<file path="config.mk">
export PLATFORM = sky130hd
export DESIGN_NAME = adc128s022_spi_responder
export DESIGN_NICKNAME = d
export VERILOG_FILES = /design/src/rtl/adc128s022_spi_responder.sv
export SDC_FILE = /design/constraint.sdc
export NUM_CORES = 1
export LEC_CHECK = 0
export CAP_MARGIN = 20
export CORE_UTILIZATION = 47
export DETAILED_ROUTE_END_ITERATION = 6
export GPL_TIMING_DRIVEN = 0
export PLACE_DENSITY_LB_ADDON = 0.1
export RECOVER_POWER = 50
export SKIP_LAST_GASP = 1
export SLEW_MARGIN = 20
export SYNTH_ARGS = -nofsm -noshare
export SYNTH_HDL_FRONTEND = slang
export SYNTH_SLANG_ARGS = --single-unit
</file>
<file path="constraint.sdc">
create_clock -name clk -period 2.6 [get_ports clk]
set_input_delay 0.52 -clock clk [delete_from_list [all_inputs] [get_ports clk]]
set_output_delay 0.52 -clock clk [all_outputs]
set_load 0.02 [all_outputs]
</file>
<file path="src/rtl/adc128s022_spi_responder.sv">
// adc128s022_spi_responder
// SPI responder that behaves like an ADC128S022 (8 channels, 12 bits).
// Each 16-SCK frame captures a 3-bit channel address from MOSI and returns
// four leading zeros followed by a 12-bit sample on MISO. The address
// received in one frame selects the sample returned in the next frame.
// All SPI pins are oversampled by clk, so clk must run at >= 8x SCK.
//
// Optional feature: define ADC_EMU_MISO_OE_EN to add the spi_miso_oe output.
// That output is high only while a frame is active, so a pad can tri-state MISO.
module adc128s022_spi_responder #(
  parameter int SYNC_STAGES = 2,  // 2..3 synchronizer flops per pin
  parameter int RESET_CH    = 0   // channel returned in the first frame
) (
  input  logic        clk,
  input  logic        rst,
  input  logic        spi_sck,
  input  logic        spi_cs_n,
  input  logic        spi_mosi,
  output logic        spi_miso,
  input  logic [95:0] ch_data,
  output logic        frame_done,
  output logic        frame_err,
`ifdef ADC_EMU_MISO_OE_EN
  output logic        spi_miso_oe,
`endif
  output logic [2:0]  last_addr
);

  typedef enum logic [1:0] {
    S_WAIT   = 2'd0,
    S_IDLE   = 2'd1,
    S_ACTIVE = 2'd2,
    S_END    = 2'd3
  } state_t;

  // Number of SCK rising edges that make a complete frame, and the
  // saturation value of the rising-edge counter.
  localparam logic [4:0] FULL_FRAME = 5'd16;
  localparam logic [4:0] CNT_SAT    = 5'd17;

  // ---------------------------------------------------------------------
  // Pin synchronizers and edge detection
  // ---------------------------------------------------------------------
  logic [SYNC_STAGES-1:0] sck_sync;
  logic [SYNC_STAGES-1:0] cs_sync;
  logic [SYNC_STAGES-1:0] mosi_sync;
  logic                   sck_d;
  logic                   cs_d;

  logic sck_s;
  logic cs_s;
  logic mosi_s;
  logic sck_rise;
  logic sck_fall;
  logic cs_rise;
  logic cs_fall;

  // Shift each pin through its synchronizer chain. The chains reset to 0 so
  // that a CS held low across reset release never looks like a falling edge.
  always_ff @(posedge clk or posedge rst) begin
    if (rst) begin
      sck_sync  <= '0;
      cs_sync   <= '0;
      mosi_sync <= '0;
    end else begin
      sck_sync  <= {sck_sync[SYNC_STAGES-2:0], spi_sck};
      cs_sync   <= {cs_sync[SYNC_STAGES-2:0], spi_cs_n};
      mosi_sync <= {mosi_sync[SYNC_STAGES-2:0], spi_mosi};
    end
  end

  assign sck_s  = sck_sync[SYNC_STAGES-1];
  assign cs_s   = cs_sync[SYNC_STAGES-1];
  assign mosi_s = mosi_sync[SYNC_STAGES-1];

  // Keep a one-clock delayed copy of the synced SCK and CS for edge detect.
  always_ff @(posedge clk or posedge rst) begin
    if (rst) begin
      sck_d <= 1'b0;
      cs_d  <= 1'b0;
    end else begin
      sck_d <= sck_s;
      cs_d  <= cs_s;
    end
  end

  assign sck_rise = sck_s & ~sck_d;
  assign sck_fall = ~sck_s & sck_d;
  assign cs_rise  = cs_s & ~cs_d;
  assign cs_fall  = ~cs_s & cs_d;

  // ---------------------------------------------------------------------
  // Channel sample selection
  // ---------------------------------------------------------------------
  logic [11:0] ch_word [8];
  logic [2:0]  cur_ch;
  logic [11:0] cur_sample;

  for (genvar g = 0; g < 8; g++) begin : g_ch_split
    assign ch_word[g] = ch_data[12*g +: 12];
  end

  assign cur_sample = ch_word[cur_ch];

  // ---------------------------------------------------------------------
  // Frame FSM
  // ---------------------------------------------------------------------
  state_t     state;
  state_t     state_nxt;
  logic [15:0] sr;
  logic [4:0]  rise_cnt;
  logic [2:0]  addr_sr;

  logic frame_ok;
  logic start_frame;
  logic do_rise;
  logic do_fall;
  logic addr_bit;
  logic done_nxt;
  logic err_nxt;
  logic oe_nxt;

  assign frame_ok = (rise_cnt >= FULL_FRAME);

  // State register.
  always_ff @(posedge clk or posedge rst) begin
    if (rst) begin
      state <= S_WAIT;
    end else begin
      state <= state_nxt;
    end
  end

  // Next-state logic; a CS rising edge ends the frame regardless of SCK.
  always_comb begin
    state_nxt = state;
    case (state)
      S_WAIT: begin
        if (cs_s) begin
          state_nxt = S_IDLE;
        end else begin
          state_nxt = S_WAIT;
        end
      end
      S_IDLE: begin
        if (cs_fall) begin
          state_nxt = S_ACTIVE;
        end else begin
          state_nxt = S_IDLE;
        end
      end
      S_ACTIVE: begin
        if (cs_rise) begin
          state_nxt = S_END;
        end else begin
          state_nxt = S_ACTIVE;
        end
      end
      S_END: begin
        state_nxt = S_IDLE;
      end
      default: begin
        state_nxt = S_WAIT;
      end
    endcase
  end

  // Output/event decode. Pulse flags are computed on the transition into
  // S_END so that their registered copies are high exactly during S_END.
  always_comb begin
    start_frame = 1'b0;
    do_rise     = 1'b0;
    do_fall     = 1'b0;
    addr_bit    = 1'b0;
    done_nxt    = 1'b0;
    err_nxt     = 1'b0;
    oe_nxt      = (state_nxt == S_ACTIVE);
    case (state)
      S_IDLE: begin
        start_frame = cs_fall;
      end
      S_ACTIVE: begin
        if (cs_rise) begin
          done_nxt = frame_ok;
          err_nxt  = ~frame_ok;
        end else begin
          do_rise  = sck_rise;
          // Falling edges before the first rising edge are ignored, so a
          // master idling SCK high does not shift out a bit early.
          do_fall  = sck_fall & (rise_cnt != 5'd0);
          addr_bit = sck_rise & (rise_cnt >= 5'd2) & (rise_cnt <= 5'd4);
        end
      end
      default: begin
        start_frame = 1'b0;
      end
    endcase
  end

  // Frame datapath: snapshot, MOSI address capture and MISO shifting.
  // spi_miso is the MSB of sr; sr is zero outside an active frame.
  always_ff @(posedge clk or posedge rst) begin
    if (rst) begin
      sr        <= 16'h0000;
      rise_cnt  <= 5'd0;
      addr_sr   <= 3'd0;
      cur_ch    <= 3'(RESET_CH);
      last_addr <= 3'd0;
    end else begin
      if (start_frame) begin
        sr       <= {4'h0, cur_sample};
        rise_cnt <= 5'd0;
        addr_sr  <= 3'd0;
      end else if (state == S_END) begin
        sr <= 16'h0000;
        if (frame_ok) begin
          cur_ch    <= addr_sr;
          last_addr <= addr_sr;
        end
      end else begin
        if (do_rise && (rise_cnt != CNT_SAT)) begin
          rise_cnt <= rise_cnt + 5'd1;
        end
        if (addr_bit) begin
          addr_sr <= {addr_sr[1:0], mosi_s};
        end
        if (do_fall) begin
          sr <= {sr[14:0], 1'b0};
        end
      end
    end
  end

  assign spi_miso = sr[15];

  // Registered frame status pulses.
  always_ff @(posedge clk or posedge rst) begin
    if (rst) begin
      frame_done <= 1'b0;
      frame_err  <= 1'b0;
    end else begin
      frame_done <= done_nxt;
      frame_err  <= err_nxt;
    end
  end

`ifdef ADC_EMU_MISO_OE_EN
  // MISO output enable, high only while the FSM is in S_ACTIVE.
  always_ff @(posedge clk or posedge rst) begin
    if (rst) begin
      spi_miso_oe <= 1'b0;
    end else begin
      spi_miso_oe <= oe_nxt;
    end
  end
`else
  logic oe_unused;
  assign oe_unused = oe_nxt;
`endif

endmodule

</file>
==> impl_metrics.py <==
metrics = {
    "cells_and_area": {
        "antenna_cells": 0,
        "areaGrowthSynthToFinish_pct": 50.6,
        "n_fill_cell": 384,
        "drive_gt1_share_pct": 12.2,
        "nets": 447,
        "final-instance-count-excl-fill": 414,
    },
    "global_route": {
        "grt_pass1_vias": 2220,
        "grt_pass1_wl_mm": 10.8,
        "grt_usage_pct": 26.2,
        "grt_max_degree": 21,
        "antenna_found_initial": 0,
        "grt-ovfl-total": 0,
    },
    "critical_path": {
        "startpoint_type": "flip-flop",
        "regToRegStartpoint": "rise_cnt[1]",
        "endpoint_kind": "primary output",
        "path_buf_inv": 1,
        "arrival_ns": 1.46,
        "crit_chain": "clkdlybuf4s50_1",
        "crit_fanout": 8,
        "critPathMaxStageDelay_ns": 0.66,
        "critPathRequiredTime_ns": 2.08,
        "crit_family": "buffers and inverters",
        "slowest_stage": "clkdlybuf4s50_1",
        "crit_start": "cur_ch[0]",
        "crit_type": "flip-flop to primary output",
    },
    "cts": {
        "cts_tree": "yes",
        "post_cts_resized": 0,
        "clock_sinks": 39,
        "max-clock-path-buffers": 2,
        "cts_setup_buffers": 0,
        "clk-insertion-delay-late_ns": 0.29,
        "numCtsBuffers": 5,
        "cts_root_buf": "clkbuf_8",
        "cts-htree-levels": 2,
        "path_clk_slew_ns": 0.07,
        "postCtsHoldBufs": 0,
    },
    "power": {
        "power_leakage_nw": 1.48,
        "power_density_nw_per_um2": 438,
        "switching_share_pct": 23.7,
        "power.switching_uw": 399,
        "p_int_mw": 1.28,
        "ir_drop_mv": 0.730,
        "pwr-share-comb_pct": 24.9,
        "pwr-share-seq_pct": 44.5,
        "power.share.clock_pct": 30.6,
    },
    "die": {
        "ios": 107,
        "initial_core_util_pct": 49.3,
        "num_rows": 26,
        "dieArea_sq_um": 5720,
        "die_w_microns": 75.7,
        "core_sq_um": 5170,
        "die_height_microns": 75.7,
    },
    "sta": {
        "tightest_slew_ns": 0.807,
        "setup_viol": 0,
        "period_needed_ns": 1.98,
        "max_slew_margin_pct": 46.2,
        "fin_skew_ns": 0.00826,
        "final.setup.worst_slack_ns": 0.624,
        "rsz0062_at_grt": "no",
        "maxClockFrequency_mhz": 506,
        "final_max_slew_viol_count": 0,
        "finalCritPeriodShare_pct": 76.0,
        "setup-tns-final_ns": 0,
        "hold_violations": 0,
    },
    "synthesis": {
        "ys_warn_count": 0,
        "yosysSeqAreaShare_pct": 38.3,
        "yosys_most_used_dff": "dfrtp_1",
        "synth_cell_types": 44,
        "synthArstFlopShare_pct": 100,
        "synth_cells": 229,
        "synth_edf_count": 0,
        "yosys.area.top_type": "dfrtp_1",
        "synth_common_cells": "mux2i_1 (53), dfrtp_1 (39), a22oi_1 (22)",
        "syn_avg_cell_area_sq_um": 11.1,
        "synth.area.top_cells": "dfrtp_1 (38%), mux2i_1 (21%), a22oi_1 (6.5%), a2bb2oi_2 (5.9%), nand3_1 (2.9%)",
        "synth_fp_nets": 333,
        "synth_area_sq_um": 2550,
        "synth_top_area_share_pct": 38.3,
        "yosysMostFrequentCell": "mux2i_1",
        "ys_ff_latch": 39,
    },
    "routing": {
        "wire_per_inst_microns": 16.6,
        "firstDrtPassIters": 4,
        "vias": 2267,
        "first_iter_violations": 100,
        "drcViolationCount": 0,
        "routed_via_density": 5.48,
        "wl_mm": 6.89,
        "ant_nets": 0,
    },
    "placed_design": {
        "place_inst": 406,
        "io_buffers": 106,
        "post-place-ws_ns": 0.773,
        "dp_hpwl_mm": 5.44,
        "gp_congestion": 0.760,
    },
    "hold_path": {
        "hold_class": "flip-flop to flip-flop",
        "worst_hold_startpoint": "sck_sync[0]",
    },
    "status": {
        "status": "finished, final reports clean",
    },
    "job": {
        "cap_violations": 0,
    },
}
[state kept, by name, summed over array words and instances (netlist names), named ones only]
register	cells
sr	16
cs_sync	2
sck_d	1
mosi_sync	2
sck_sync	2
cs_d	1
state	1
rise_cnt	5
addr_sr	3
frame_done	1
cur_ch	3
frame_err	1
[placed cells by master, fill, tap and decap left out, types with 2 or more instances in the layout]
cell type        count
a21oi_1              3
o21ai_0              4
mux2_2               4
ha_1                 3
nand3_1             15
a2bb2oi_2           10
inv_1                8
clkdlybuf4s50_1    102
buf_2                2
buf_4                3
nand2b_1             2
a22oi_1             22
nor2b_1              4
mux4_2               2
dfrtp_1             39
or3_1                2
clkbuf_8             6
nand2_1              6
dlygate4sd3_1        4
o21ai_1             11
mux2i_1             53
clkbuf_1             4
nor2_1               8
nor3_1               2
[metal layers]
| metal | routed length (microns) | track usage [%] | vias up |
|---|---|---|---|
| li1 | - | - | 1092 |
| met1 | 2830 | 31.2 | 1096 |
| met2 | 3610 | 47.3 | 66 |
| met3 | 323 | 6.35 | 13 |
| met4 | 118 | 6.58 | 0 |
| met5 | 0 | 0 | - |
[cells by family (layout without fill, tap and decap cells)]
group	count (synthesis)	count (layout)	synth area share, %
AO/OA/AOI/OAI	54	54	17.5
XOR/XNOR	1	1	0.344
adder cells (fa/ha/maj)	3	3	1.47
buffers and inverters	21	136	4.86
flip-flops	39	39	38.3
multiplexers	59	59	24.3
AND/OR/NAND/NOR	52	52	13.2
[power groups by stage]
stage	logic [mW]	clock network, mW	registers, mW
CTS	0.424	0.527	0.748
global placement	0.407	0	0.754
global route	0.457	0.553	0.757
finish	0.418	0.515	0.748
detailed placement	0.421	0	0.760
floorplan	0.232	0	0.746
[worst paths after layout]
check / end / slack [ns] / cells after the start
min in group asynchronous: sck_d / 0.82 / 2
worst min register to register: sck_sync[1] / 0.35 / 0
worst max-delay path: last_addr[0] / 0.62 / 1
worst min-delay path: sck_sync[1] / 0.35 / 0
max in group asynchronous: rise_cnt[3] / 1.21 / 3
worst max register to register: sr[1] / 0.79 / 7
[through the flow]
| stage | total power, mW | instance area, sq um | util [%] | hold WS, ns |
|---|---|---|---|---|
| after global routing | 1.77 | 3840 | 74.3 | 0.365 |
| after detailed placement | 1.18 | 3730 | 72.0 | 0.340 |
| after floorplan | 0.978 | 2550 | - | 0.331 |
| after CTS | 1.70 | 3840 | 74.3 | 0.356 |
| final | 1.68 | 3840 | 74.3 | 0.353 |
| after global placement | 1.16 | 3700 | 71.5 | 0.334 |
[layout make-up]
type / count / area (sq um) / share of cell area [%]
Sequential cell: 39 / 976 / 25.4
Inverter: 8 / 30.0 / 0.782
Buffer: 13 / 93.8 / 2.44
Clock inverter: 2 / 35.0 / 0.912
Timing Repair Buffer: 107 / 1090 / 28.3
Clock buffer: 6 / 82.6 / 2.15
Multi-Input combinational cell: 169 / 1450 / 37.7
Tap cell: 70 / 87.6 / 2.28
(Power assumes the default switching activity.)
